$ cat src/rtl/sem_ring_pkg.sv
// sem_ring_pkg: slot-type codes, injection FSM encoding and the wake-entry
// record shared by the semaphore responder station and its wake FIFO.
package sem_ring_pkg;

  // Ring slot-type codes
  localparam logic [3:0] SLOT_TOKEN = 4'd1;
  localparam logic [3:0] SLOT_NULL  = 4'd7;
  localparam logic [3:0] SLOT_PREQ  = 4'd9;
  localparam logic [3:0] SLOT_PFAIL = 4'd10;
  localparam logic [3:0] SLOT_VREQ  = 4'd11;
  localparam logic [3:0] SLOT_WAKE  = 4'd12;

  // Wake injection FSM states
  typedef enum logic [1:0] {
    ST_IDLE       = 2'd0,
    ST_WAIT_TOKEN = 2'd1,
    ST_WAIT_N     = 2'd2,
    ST_SEND       = 2'd3
  } inj_state_e;

  // One pending wake: which semaphore was released and which core sleeps on it
  typedef struct packed {
    logic [5:0] sem;
    logic [3:0] core;
  } wake_entry_t;

  // Saturating 16-bit increment for the statistics counters
  function automatic logic [15:0] sat_inc16(input logic [15:0] value);
    logic [15:0] result;
    if (value == 16'hFFFF) begin
      result = value;
    end else begin
      result = value + 16'd1;
    end
    return result;
  endfunction

endpackage

$ cat src/rtl/sem_responder_if.sv
// sem_responder_if: ring-side slot bundle of the semaphore responder station.
// The master side (ring) drives the incoming slot and observes the outgoing one;
// the slave side (responder) does the opposite.
interface sem_responder_if;
  logic [31:0] RingIn;
  logic [3:0]  SlotTypeIn;
  logic [3:0]  SrcDestIn;
  logic [31:0] respRingOut;
  logic [3:0]  respSlotTypeOut;
  logic [3:0]  respSrcDestOut;
  logic        respDriveRing;

  modport master (
    output RingIn, SlotTypeIn, SrcDestIn,
    input  respRingOut, respSlotTypeOut, respSrcDestOut, respDriveRing
  );

  modport slave (
    input  RingIn, SlotTypeIn, SrcDestIn,
    output respRingOut, respSlotTypeOut, respSrcDestOut, respDriveRing
  );
endinterface

$ cat src/rtl/sem_wake_fifo.sv
// sem_wake_fifo: small synchronous FIFO of pending wake entries with a
// first-word-fall-through head. DEPTH must be a power of two (>= 2) so the
// pointers wrap naturally. A push into a full FIFO is accepted only when a
// pop happens in the same cycle.
module sem_wake_fifo
  import sem_ring_pkg::*;
#(
  parameter int DEPTH = 4
) (
  input  logic        clk_i,
  input  logic        rst_ni,
  input  logic        push_i,
  input  wake_entry_t data_i,
  input  logic        pop_i,
  output wake_entry_t data_o,
  output logic        full_o,
  output logic        empty_o
);

  localparam int AW = (DEPTH > 1) ? $clog2(DEPTH) : 1;
  localparam logic [AW:0] FULL_COUNT = (AW + 1)'(DEPTH);

  wake_entry_t   mem_q [DEPTH];
  logic [AW-1:0] wr_ptr_q;
  logic [AW-1:0] rd_ptr_q;
  logic [AW:0]   count_q;
  logic          do_push_s;
  logic          do_pop_s;

  assign full_o    = (count_q == FULL_COUNT);
  assign empty_o   = (count_q == '0);
  assign do_pop_s  = pop_i && !empty_o;
  assign do_push_s = push_i && (!full_o || do_pop_s);
  assign data_o    = mem_q[rd_ptr_q];

  // Storage array write; contents need no reset since count_q qualifies them
  always_ff @(posedge clk_i) begin
    if (do_push_s) begin
      mem_q[wr_ptr_q] <= data_i;
    end
  end

  // Pointer and occupancy bookkeeping
  always_ff @(posedge clk_i or negedge rst_ni) begin
    if (!rst_ni) begin
      wr_ptr_q <= '0;
      rd_ptr_q <= '0;
      count_q  <= '0;
    end else begin
      if (do_push_s) begin
        wr_ptr_q <= wr_ptr_q + AW'(1'b1);
      end
      if (do_pop_s) begin
        rd_ptr_q <= rd_ptr_q + AW'(1'b1);
      end
      case ({do_push_s, do_pop_s})
        2'b10:   count_q <= count_q + (AW + 1)'(1'b1);
        2'b01:   count_q <= count_q - (AW + 1)'(1'b1);
        default: count_q <= count_q;
      endcase
    end
  end

endmodule

$ cat src/rtl/sem_responder.sv
// sem_responder: central semaphore responder on the slot ring.
// Snoops Preq/Pfail/Vreq slots, keeps owner and waiter tables for 64
// semaphores, turns refused Preqs into Pfail, and injects Wake slots for the
// recorded waiter when a semaphore is released (joining the token train).
// Optional build macro SEM_RESP_STATS_EN enables the grant/fail counters;
// without it both counters read 16'h0000.
module sem_responder
  import sem_ring_pkg::*;
#(
  parameter logic [3:0] MY_ID      = 4'd15,
  parameter int         WAKE_DEPTH = 4
) (
  input  logic                  clock,
  input  logic                  reset,
  sem_responder_if.slave        ring,
  output logic                  respWaiting,
  output logic                  wakeOverflow,
  output logic [15:0]           grantCount,
  output logic [15:0]           failCount
);

  // Semaphore tables, one entry per semaphore number
  logic [63:0]      held_q;
  logic [63:0][3:0] owner_core_q;
  logic [63:0]      waiter_valid_q;
  logic [63:0][3:0] waiter_core_q;

  // Injection FSM
  inj_state_e state_q;
  logic [7:0] burst_q;
  logic       resp_waiting_q;
  logic       wake_overflow_q;

  // Decode of the current slot
  logic [5:0]  sem_s;
  logic        from_me_s;
  logic        is_preq_s;
  logic        is_pfail_s;
  logic        is_vreq_s;
  logic        token_s;
  logic        grant_s;
  logic        fail_s;
  logic        record_waiter_s;
  logic        release_s;
  logic        push_req_s;
  logic        pop_s;
  logic        overflow_s;
  wake_entry_t push_entry_s;
  wake_entry_t head_entry_s;
  logic        fifo_full_s;
  logic        fifo_empty_s;

  // Ring outputs
  logic [31:0] ring_out_s;
  logic [3:0]  type_out_s;
  logic [3:0]  sd_out_s;
  logic        drive_s;

  assign sem_s      = ring.RingIn[5:0];
  assign from_me_s  = (ring.SrcDestIn == MY_ID);
  assign is_preq_s  = (ring.SlotTypeIn == SLOT_PREQ)  && !from_me_s;
  assign is_pfail_s = (ring.SlotTypeIn == SLOT_PFAIL) && !from_me_s;
  assign is_vreq_s  = (ring.SlotTypeIn == SLOT_VREQ)  && !from_me_s;
  assign token_s    = (ring.SlotTypeIn == SLOT_TOKEN);

  // Semaphores are non-reentrant: any Preq on a held semaphore fails
  assign grant_s         = is_preq_s && !held_q[sem_s];
  assign fail_s          = is_preq_s &&  held_q[sem_s];
  assign record_waiter_s = fail_s || is_pfail_s;
  assign release_s       = is_vreq_s && held_q[sem_s] &&
                           (ring.SrcDestIn == owner_core_q[sem_s]);
  assign push_req_s      = release_s && waiter_valid_q[sem_s];
  assign pop_s           = (state_q == ST_SEND);
  assign overflow_s      = push_req_s && fifo_full_s && !pop_s;

  assign push_entry_s.sem  = sem_s;
  assign push_entry_s.core = waiter_core_q[sem_s];

  sem_wake_fifo #(
    .DEPTH (WAKE_DEPTH)
  ) u_wake_fifo (
    .clk_i   (clock),
    .rst_ni  (reset),
    .push_i  (push_req_s),
    .data_i  (push_entry_s),
    .pop_i   (pop_s),
    .data_o  (head_entry_s),
    .full_o  (fifo_full_s),
    .empty_o (fifo_empty_s)
  );

  // Owner and waiter table updates from snooped Preq/Pfail/Vreq slots
  always_ff @(posedge clock or negedge reset) begin
    if (!reset) begin
      held_q         <= '0;
      owner_core_q   <= '0;
      waiter_valid_q <= '0;
      waiter_core_q  <= '0;
    end else begin
      if (grant_s) begin
        held_q[sem_s]       <= 1'b1;
        owner_core_q[sem_s] <= ring.SrcDestIn;
      end else if (release_s) begin
        held_q[sem_s] <= 1'b0;
      end
      // Last failer wins; the waiter is consumed on release even if the wake is dropped
      if (record_waiter_s) begin
        waiter_valid_q[sem_s] <= 1'b1;
        waiter_core_q[sem_s]  <= ring.SrcDestIn;
      end else if (release_s) begin
        waiter_valid_q[sem_s] <= 1'b0;
      end
    end
  end

  // Sticky flag for a wake lost to a full FIFO
  always_ff @(posedge clock or negedge reset) begin
    if (!reset) begin
      wake_overflow_q <= 1'b0;
    end else if (overflow_s) begin
      wake_overflow_q <= 1'b1;
    end
  end

  // Wake injection FSM: wait for the token, ride behind the train, then send
  always_ff @(posedge clock or negedge reset) begin
    if (!reset) begin
      state_q        <= ST_IDLE;
      burst_q        <= 8'd0;
      resp_waiting_q <= 1'b0;
    end else begin
      case (state_q)
        ST_IDLE: begin
          if (!fifo_empty_s) begin
            state_q        <= ST_WAIT_TOKEN;
            resp_waiting_q <= 1'b1;
          end
        end
        ST_WAIT_TOKEN: begin
          if (token_s) begin
            resp_waiting_q <= 1'b0;
            if (ring.RingIn[7:0] == 8'd0) begin
              state_q <= ST_SEND;
            end else begin
              burst_q <= ring.RingIn[7:0];
              state_q <= ST_WAIT_N;
            end
          end
        end
        ST_WAIT_N: begin
          // Leave once the decremented length reaches 1 so the Wake lands
          // exactly burstLength slots after the token
          burst_q <= burst_q - 8'd1;
          if (burst_q <= 8'd2) begin
            state_q <= ST_SEND;
          end
        end
        ST_SEND: begin
          state_q <= ST_IDLE;
        end
        default: begin
          state_q        <= ST_IDLE;
          resp_waiting_q <= 1'b0;
        end
      endcase
    end
  end

  // Ring output selection: Wake injection, token join, orphan reclaim, Pfail, else pass
  always_comb begin
    ring_out_s = ring.RingIn;
    type_out_s = ring.SlotTypeIn;
    sd_out_s   = ring.SrcDestIn;
    drive_s    = 1'b0;
    if (!reset) begin
      drive_s = 1'b0;
    end else if (state_q == ST_SEND) begin
      ring_out_s = {26'b0, head_entry_s.sem};
      type_out_s = SLOT_WAKE;
      sd_out_s   = head_entry_s.core;
      drive_s    = 1'b1;
    end else if ((state_q == ST_WAIT_TOKEN) && token_s) begin
      ring_out_s = ring.RingIn + 32'd1;
      drive_s    = 1'b1;
    end else if (from_me_s && (ring.SlotTypeIn == SLOT_WAKE)) begin
      type_out_s = SLOT_NULL;
      drive_s    = 1'b1;
    end else if (fail_s) begin
      type_out_s = SLOT_PFAIL;
      drive_s    = 1'b1;
    end else begin
      drive_s = 1'b0;
    end
  end

  assign ring.respRingOut     = ring_out_s;
  assign ring.respSlotTypeOut = type_out_s;
  assign ring.respSrcDestOut  = sd_out_s;
  assign ring.respDriveRing   = drive_s;
  assign respWaiting          = resp_waiting_q;
  assign wakeOverflow         = wake_overflow_q;

`ifdef SEM_RESP_STATS_EN
  logic [15:0] grant_count_q;
  logic [15:0] fail_count_q;

  // Saturating Preq grant/fail statistics
  always_ff @(posedge clock or negedge reset) begin
    if (!reset) begin
      grant_count_q <= 16'h0000;
      fail_count_q  <= 16'h0000;
    end else begin
      if (grant_s) begin
        grant_count_q <= sat_inc16(grant_count_q);
      end
      if (fail_s) begin
        fail_count_q <= sat_inc16(fail_count_q);
      end
    end
  end

  assign grantCount = grant_count_q;
  assign failCount  = fail_count_q;
`else
  assign grantCount = 16'h0000;
  assign failCount  = 16'h0000;
`endif

endmodule

$ cat src/flat_wrapper.sv
// flat-port wrapper written by rule: the top's interface ports become plain ports
module sem_responder_flat import sem_ring_pkg::*;
#(
  parameter logic [3:0] MY_ID      = 4'd15,
  parameter int         WAKE_DEPTH = 4
)
  (clock, reset, respWaiting, wakeOverflow, grantCount, failCount, ring_RingIn, ring_SlotTypeIn, ring_SrcDestIn, ring_respRingOut, ring_respSlotTypeOut, ring_respSrcDestOut, ring_respDriveRing);
  sem_responder_if ring_i ();
  input  logic clock;
  input  logic reset;
  output logic respWaiting;
  output logic wakeOverflow;
  output logic [15:0] grantCount;
  output logic [15:0] failCount;
  input wire logic [$bits(ring_i.RingIn)-1:0] ring_RingIn;
  input wire logic [$bits(ring_i.SlotTypeIn)-1:0] ring_SlotTypeIn;
  input wire logic [$bits(ring_i.SrcDestIn)-1:0] ring_SrcDestIn;
  output wire logic [$bits(ring_i.respRingOut)-1:0] ring_respRingOut;
  output wire logic [$bits(ring_i.respSlotTypeOut)-1:0] ring_respSlotTypeOut;
  output wire logic [$bits(ring_i.respSrcDestOut)-1:0] ring_respSrcDestOut;
  output wire logic [$bits(ring_i.respDriveRing)-1:0] ring_respDriveRing;
  assign ring_i.RingIn = ring_RingIn;
  assign ring_i.SlotTypeIn = ring_SlotTypeIn;
  assign ring_i.SrcDestIn = ring_SrcDestIn;
  assign ring_respRingOut = ring_i.respRingOut;
  assign ring_respSlotTypeOut = ring_i.respSlotTypeOut;
  assign ring_respSrcDestOut = ring_i.respSrcDestOut;
  assign ring_respDriveRing = ring_i.respDriveRing;
  sem_responder #(.MY_ID(MY_ID), .WAKE_DEPTH(WAKE_DEPTH)) u_core (.clock(clock), .reset(reset), .ring(ring_i), .respWaiting(respWaiting), .wakeOverflow(wakeOverflow), .grantCount(grantCount), .failCount(failCount));
endmodule
$ cat config.mk
export PLATFORM = sky130hd
export DESIGN_NAME = sem_responder_flat
export DESIGN_NICKNAME = d
export VERILOG_FILES = /design/src/rtl/sem_ring_pkg.sv /design/src/rtl/sem_responder_if.sv /design/src/rtl/sem_wake_fifo.sv /design/src/rtl/sem_responder.sv /design/src/flat_wrapper.sv
export SDC_FILE = /design/constraint.sdc
export NUM_CORES = 1
export LEC_CHECK = 0
export BUFFER_PORTS_ARGS = -buffer_cell sky130_fd_sc_hd__buf_2
export CORE_MARGIN = 3
export CORE_UTILIZATION = 50
export DETAILED_ROUTE_END_ITERATION = 16
export GPL_ROUTABILITY_DRIVEN = 0
export PLACE_DENSITY = 0.66
export SYNTH_ARGS = -nofsm -noshare
export SYNTH_HDL_FRONTEND = slang
export SYNTH_SLANG_ARGS = --single-unit
$ cat constraint.sdc
create_clock -name clock -period 5.35 [get_ports clock]
set_clock_uncertainty 0.05 [all_clocks]
set_input_delay 0 -clock clock [delete_from_list [all_inputs] [get_ports clock]]
set_output_delay 0 -clock clock [all_outputs]
set_load 0.03 [all_outputs]
==> parameters.txt, run 1 <==
Parameter                              Value

CTS
  Insertion delay of the later-clocked pin in the worst-skew pair ... 630 ps
  CTS clock-pin slew for the worst setup and hold paths ... 60 ps
  Buffer levels on the longest clock path ... 3
  CTS Buf Count ... 76
  Clock tree root buffer cell ... sky130_fd_sc_hd__clkbuf_16
  Number of clock sinks seen by CTS ... 699
  Hold buffers post-CTS ... 10
  TritonCTS clock tree ... built
  Number of instances resized during post-cts repair ... 0
  Maximum level of the CTS H-tree ... 3
  Setup Buffers After CTS ... 0

Setup path
  Type of the worst setup path ... input pin to flip-flop
  Buffers and inverters on the worst path ... 4
  R2R depth ... 9
  Slowest cell on crit path ... sky130_fd_sc_hd__dlygate4sd3_1
  Largest incremental delay on the critical path ... 520 ps
  Timing startpoint of the critical path ... ring_RingIn[4]
  Family with the most delay on the worst path ... simple AND/OR/NAND/NOR gates
  Worst R2R Setup Slack ... 1100 ps
  Ordered list of cells on the worst path ... dlygate4sd3_1 -> buf_2 -> buf_4 -> or3_1 -> a21oi_1 -> or4_1 -> or4_1 -> a221o_1 -> or3_4 -> buf_4 -> nor2_2 -> and2_1
  Capture point of the worst path ... u_core.u_wake_fifo.mem_q[0][4]
  Capturing element type of the critical path ... flip-flop
  Endpoint of the worst register-to-register path ... u_core.owner_core_q[94]
  Data required time of the critical path ... 5540 ps
  Critical Path Stages ... 12
  Startpoint type of the worst setup path ... input pin
  Data arrival time at the worst-slack endpoint ... 4520 ps
  Crit path max fanout ... 15

Timing
  Final clock period utilization by the worst path ... 80.9%
  Final setup violating endpoints ... 0
  Number of max-slew violations in the final report ... 0
  Unrepaired setup endpoints after global routing ... no
  Worst hold slack ... -36.7 ps
  Final hold violations ... 8
  Total negative slack for setup checks ... 0 ps
  Highest Clock Rate ... 231 MHz
  Slew HR ... 16.9%
  Worst Slack Setup Final ... 1020 ps
  Clock period minus final worst setup slack ... 4330 ps
  Slew @ Worst Pin ... 1250 ps

Layout
  Number of nets at the end of the flow ... 2952
  Count of non-filler cells in the finished layout ... 3819
  Filler cell count in the final layout ... 5433
  Fraction of final layout cells with drive strength greater than 1 ... 30.7%
  Area Overhead vs Synth ... 11.8%

Detailed routing
  Overall via count from detail_route ... 24500
  Post-detailed-route count of antenna-violating nets ... 0
  Routed wire length per instance ... 27.1 microns
  Violation count after the first detailed-routing iteration ... 2514
  Routed vias/inst ... 6.42
  Count of unresolved DRC violations after routing ... 0
  Drt pass-1 iters ... 7
  Total detailed-routing wirelength ... 104000 microns

Hold path
  Tightest Hold Check Type ... input pin to async pin

Status
  Result of the run ... finished, violations left
  Violated checks ... hold timing

Yosys
  Gate count of the mapped netlist ... 2845
  Top post-synthesis cells by area ... sky130_fd_sc_hd__dfrtp_1 (49%), sky130_fd_sc_hd__mux2_2 (18%), sky130_fd_sc_hd__edfxtp_1 (3.6%)
  Async S/R FF share, synth ... 94.3%
  Area of the mapped netlist ... 33800 sq um
  Fraction of post-synthesis cell area in the top cell type by area ... 48.8%
  Share of synthesized area spent on multiplexers ... 24.2%
  Top flip-flop cell by instance count after synthesis ... sky130_fd_sc_hd__dfrtp_1
  Number of enable-type register cells in the synthesized netlist ... 40
  Area fraction in compound gates after synthesis ... 9.83%
  XOR/XNOR share of the synthesized area ... 0.621%
  Synth Register Bits ... 699
  Post-synth top area cell ... sky130_fd_sc_hd__dfrtp_1
  Syn_area_per_cell ... 11.9 sq um
  Most numerous cell in the Yosys netlist ... sky130_fd_sc_hd__dfrtp_1
  Largest family of logic cells by synthesized area ... multiplexers
  Distinct cells, synth ... 80
  Number of synthesis warnings ... 0
  Sequential cell area fraction in the yosys report ... 52.3%
  Top cells by count, synth ... sky130_fd_sc_hd__dfrtp_1 (659), sky130_fd_sc_hd__mux2_2 (544), sky130_fd_sc_hd__nor2_1 (257), sky130_fd_sc_hd__o22ai_1 (161), sky130_fd_sc_hd__inv_1 (145)
  Simple-gate share of the synthesized area ... 7.62%
  Post-synthesis share of cell area spent on full adders, half adders and majority gates ... 0.503%

Die
  Area of the die ... 70800 sq um
  Cell Rows ... 94
  Placeable Area ... 66300 sq um
  Vertical extent of the die ... 266 microns
  Starting density of the core ... 51.0%
  Die outline width ... 266 microns
  I/O pin total ... 117

Placed design
  Post-detail-place hpwl ... 68900 microns
  Pre-CTS setup slack ... 645 ps
  IO buf count ... 84
  Number of placed cells counting well taps ... 3673

Power and ir drop
  Worst vdd ir ... 0.000282 V
  Total net switching power ... 0.00335 W
  Static leakage ... 17.6 nW
  Pwr dens ... 332 nW/um^2
  Switching fraction of total power ... 26.7%
  Part of the total power dissipated in combinational logic ... 12.2%
  Relative contribution of the clock network to total power ... 42.7%
  Cell internal pwr ... 0.00920 W
  Sequential share of power ... 45.1%

Global route
  Vias in the first global route ... 24800
  Maximum number of pins on one net before global-route repair ... 173
  Antenna violations before repair ... 3
  First-pass GRT wire length ... 157000 microns
  GRT Total Usage ... 29.3%
  GRT Residual Overflow ... 0

Job
  # Max-Cap Violations ... 0
[logic make-up after synthesis]
| kind of cell | Yosys count |
|---|---|
| adders and majority gates | 13 |
| DFF | 699 |
| AOI/OAI and AO/OA | 482 |
| and+or+nand+nor | 565 |
| xor gates and xnor gates | 24 |
| other | 1 |
| buffers and inverters | 379 |
| muxes | 682 |
[power groups by stage]
stage               clock network [W]  registers [W]  logic, W
detailed placement                  0        0.00575   0.00151
global placement                    0        0.00574   0.00147
floorplan                           0        0.00567   0.00104
finish                        0.00536        0.00566   0.00153
CTS                           0.00543        0.00566   0.00152
global route                  0.00564        0.00568   0.00164
[how the worst min path moves through the flow]
stage	start	endpoint	depth (start not counted)
global placement	reset	u_core.burst_q[6]	1
global route	reset	u_core.burst_q[4]	2
finish	reset	u_core.burst_q[6]	2
detailed placement	reset	u_core.burst_q[3]	1
CTS	reset	u_core.burst_q[3]	2
floorplan	reset	async pin	0
[metal layers]
layer	wire [microns]	track usage, %	vias to the layer above
met1	41600	39.4	12700
met3	8960	6.68	304
li1	-	-	10400
met2	47500	45.6	1161
met4	5540	13.6	7
met5	61	0	-
[stage by stage]
| stage | util (%) | instance area, sq um | power [W] |
|---|---|---|---|
| after floorplan | - | 33900 | 0.00671 |
| after global placement | 53.0 | 35200 | 0.00721 |
| after detailed placement | 53.0 | 35200 | 0.00726 |
| after CTS | 57.0 | 37800 | 0.0126 |
| after global routing | 57.0 | 37800 | 0.0130 |
| final | 57.0 | 37800 | 0.0125 |
[cell type report]
| type | count | area [sq um] | share of cell area [%] |
|---|---|---|---|
| multi-input cells | 1798 | 14600 | 38.7 |
| clock inverters | 28 | 325 | 0.860 |
| clock buffers | 106 | 2210 | 5.84 |
| flip-flops and latches | 699 | 17700 | 46.8 |
| repair buffers | 174 | 1330 | 3.50 |
| well taps | 864 | 1080 | 2.86 |
| diodes | 2 | 5.00 | 0.0132 |
| inverters | 148 | 556 | 1.47 |
[layout by cell type, fill, tap and decap left out, drive strengths merged, types with 6 or more instances in the layout]
| master | n |
|---|---|
| a22oi | 61 |
| or3 | 11 |
| and2 | 12 |
| o211ai | 10 |
| nand3 | 30 |
| nor3b | 7 |
| o22a | 7 |
| xor2 | 16 |
| a21oi | 58 |
| a22o | 12 |
| o31ai | 12 |
| a31oi | 10 |
| buf | 163 |
| nand2 | 142 |
| mux2i | 85 |
| xnor2 | 8 |
| mux4 | 53 |
| o22ai | 161 |
| dfrtp | 659 |
| nand4 | 10 |
| o21ai | 47 |
| bufinv | 6 |
| a221oi | 50 |
| and3 | 14 |
| or4 | 7 |
| nor2 | 259 |
| nand2b | 20 |
| dlygate4sd3 | 10 |
| clkinv | 20 |
| clkbuf | 107 |
| mux2 | 544 |
| ha | 12 |
| a221o | 8 |
| inv | 149 |
| edfxtp | 40 |
| nor2b | 9 |
| nand3b | 7 |
| nor3 | 9 |
| conb | 32 |
No activity file was read; power rests on OpenSTA's default activity.
==> run 2: changes to the inputs <==
Settings changed: PLACE_DENSITY 0.66 to 0.69.
Clock period 5.35 ns to 3.57 ns, I/O delays scaled along.
==> run 2 against run 1 <==
  * Worst setup slack got worse by 1500 ps
  * Highest routed layer unchanged
  * Critical endpoint is now u_core.u_wake_fifo.count_q[1]
  * Design area rose by 6.3%
  * Sequential cell count did not move
  * Count of clock-buffer cells in the layout up 1
  * Cell count grew 7.7%
  * The run ends with setup timing left
  * Largest cell class unchanged
  * Register-to-register slack worse by 1600 ps
  * Non-clock buffer count increased by 292
  * Combinational power grew 68%
  * Global-route usage is 1.1 points higher
  * Hold slack better by 100 ps
==> parameters.txt, run 2 (synthesized netlist as in run 1, its figures left out) <==
Parameter                              Value

Die
  Area of the die ... 70800 sq um (unchanged)
  Cell Rows ... 94 (unchanged)
  Vertical extent of the die ... 266 microns (unchanged)
  I/O pin total ... 117 (unchanged)
  Placeable Area ... 66300 sq um (unchanged)
  Starting density of the core ... 51.0% (unchanged)
  Die outline width ... 266 microns (unchanged)

Layout
  Filler cell count in the final layout ... 5199 (-4.3%)
  Cell area after layout ... 40200 sq um (+6.3%)
  Most frequent cells in the layout ... sky130_fd_sc_hd__dfrtp_1 (659), sky130_fd_sc_hd__mux2_2 (544), sky130_fd_sc_hd__buf_4 (351)
  Fraction of final layout cells with drive strength greater than 1 ... 37.9% (+7.2 points)
  Number of nets at the end of the flow ... 3248 (+10%)
  Most common cell after layout, fill and taps aside ... sky130_fd_sc_hd__dfrtp_1
  Area Overhead vs Synth ... 18.9%

Job
  # Max-Cap Violations ... 0 (unchanged)

Detailed routing
  Overall via count from detail_route ... 26200 (+7.1%)
  Routed wire length per instance ... 26.6 microns (-1.8%)
  Drt pass-1 iters ... 6 (-1)
  Total detailed-routing wirelength ... 110000 microns (+5.7%)
  Count of unresolved DRC violations after routing ... 0 (unchanged)
  Violation count after the first detailed-routing iteration ... 2973 (+18%)
  Routed vias/inst ... 6.38 (-0.56%)
  Post-detailed-route count of antenna-violating nets ... 0 (unchanged)

Setup path
  Endpoint of the worst register-to-register path ... u_core.u_wake_fifo.count_q[1]
  Capturing element type of the critical path ... flip-flop
  Family with the most delay on the worst path ... simple AND/OR/NAND/NOR gates
  R2R depth ... 11 (+2)
  Crit path max fanout ... 2 (-13)
  Buffers and inverters on the worst path ... 0 (-4)
  Data required time of the critical path ... 4080 ps (-1460 ps)
  Crit Reg-Reg Startpoint ... u_core.owner_core_q[156]
  Largest incremental delay on the critical path ... 560 ps (+40 ps)
  Ordered list of cells on the worst path ... mux4_2 -> o211ai_1 -> or4bb_4 -> or4_4 -> a221o_1 -> or3_4 -> nor2b_4 -> fa_2 -> o31ai_2 -> a221oi_2 -> o22a_1
  Slowest cell on crit path ... sky130_fd_sc_hd__fa_2
  Startpoint type of the worst setup path ... flip-flop
  Data arrival time at the worst-slack endpoint ... 4570 ps (+50 ps)
  Worst R2R Setup Slack ... -490 ps (-1590 ps)
  Type of the worst setup path ... flip-flop to flip-flop

Timing
  Final clock period utilization by the worst path ... 114%
  Final hold violations ... 0 (-8)
  Slew HR ... 8.88% (-8.0 points)
  Unrepaired setup endpoints after global routing ... yes
  Final setup violating endpoints ... 206 (+206)
  Number of max-slew violations in the final report ... 0 (unchanged)
  Total negative slack for setup checks ... -24330 ps (-24330 ps)
  Clock period minus final worst setup slack ... 4060 ps
  Slew @ Worst Pin ... 1360 ps (+117 ps)
  Worst Slack Setup Final ... -495 ps (-1520 ps)
  Worst hold slack ... 64.5 ps (+101 ps)
  Highest Clock Rate ... 246 MHz

Status
  Result of the run ... finished, violations left
  Violated checks ... setup timing

CTS
  Number of clock sinks seen by CTS ... 699 (unchanged)
  TritonCTS clock tree ... built
  Buffer levels on the longest clock path ... 3 (unchanged)
  Maximum level of the CTS H-tree ... 3 (unchanged)
  Clock tree root buffer cell ... sky130_fd_sc_hd__clkbuf_16
  CTS clock-pin slew for the worst setup and hold paths ... 60 ps (about the same)
  Insertion delay of the later-clocked pin in the worst-skew pair ... 620 ps (about the same)
  CTS Buf Count ... 75 (-1.3%)

Global route
  GRT Residual Overflow ... 0 (unchanged)
  Antenna violations before repair ... 5 (+2)
  Maximum number of pins on one net before global-route repair ... 190 (+9.8%)
  Vias in the first global route ... 26500 (+6.9%)
  GRT Total Usage ... 30.4% (+1.1 points)
  First-pass GRT wire length ... 164000 microns (+4.3%)

Power and ir drop
  Power, Total ... 0.0188 W (+50%)
  Static leakage ... 19.0 nW (+8.2%)
  Worst vdd ir ... 0.000378 V (+34%)
  Pwr dens ... 469 nW/um^2 (+41%)

Hold path
  Endpoint of the worst hold path ... u_core.u_wake_fifo.mem_q[1][5]
  Cell count of the worst hold path ... 2
  Tightest Hold Check Type ... input pin to flip-flop
  Launch point of the worst hold path ... ring_RingIn[1]

Placed design
  IO buf count ... 84 (unchanged)
  Post-detailed-placement cell area ... 37400 sq um (+6.2%)
  Post-detail-place hpwl ... 75300 microns (+9.4%)
==> run 2: layout make-up <==
type	instances	area (sq um)	area share, %
clock buffers	107	2130	5.30
diodes	3	7.51	0.0187
flip-flops and latches	699	17700	44.0
inverters	148	556	1.38
multi-input cells	1803	14800	36.9
clock inverters	22	277	0.688
well taps	864	1080	2.69
repair buffers	466	3640	9.06
==> run 2: metal layers <==
metal  GRT usage, %  part of all wire [%]  vias to the layer above
met5              0                 0.041                        -
met4           15.0                   5.6                        8
met3           7.40                    10                      395
met2           46.4                    45                     1541
met1           40.9                    39                    13300
li1               -                     -                    11000
==> run 2: report_power, final <==
| part | internal (W) | switching (W) |
|---|---|---|
| Sequential | 0.00823 | 0.000260 |
| Combinational | 0.000959 | 0.00162 |
| Clock | 0.00458 | 0.00320 |
| Total | 0.0138 | 0.00508 |
==> run 2: per-stage QoR <==
stage	util [%]	cells	setup WS (ps)
after floorplan	-	2876	-237
after global placement	56.3	3955	-701
after detailed placement	56.3	3955	-699
after CTS	60.4	4102	-404
after global routing	60.6	4109	-533
final	60.6	4112	-495
==> run 2: repair_timing <==
action / 4_1_cts / 5_1_grt
setup buffers: 2 / 5
endpoints found under the hold margin: 139 / 0
gates resized for setup: 33 / 31
gates cloned: 5 / 2
pin swaps: 12 / 13
endpoints found under the setup margin: 62 / 253
hold buffers: 11 / 0
==> run 2: worst max path at each step <==
| stage | start | endpoint | cells past startpoint |
|---|---|---|---|
| 2_1_floorplan | u_core.owner_core_q[156] | u_core.u_wake_fifo.count_q[1] | 12 |
| 3_3_place_gp | ring_RingIn[1] | u_core.u_wake_fifo.count_q[2] | 16 |
| 3_5_place_dp | ring_RingIn[1] | u_core.u_wake_fifo.count_q[1] | 15 |
| 4_1_cts | u_core.owner_core_q[156] | u_core.u_wake_fifo.count_q[1] | 11 |
| 5_1_grt | u_core.owner_core_q[117] | u_core.u_wake_fifo.count_q[1] | 12 |
| 6_report | u_core.owner_core_q[156] | u_core.u_wake_fifo.count_q[1] | 11 |
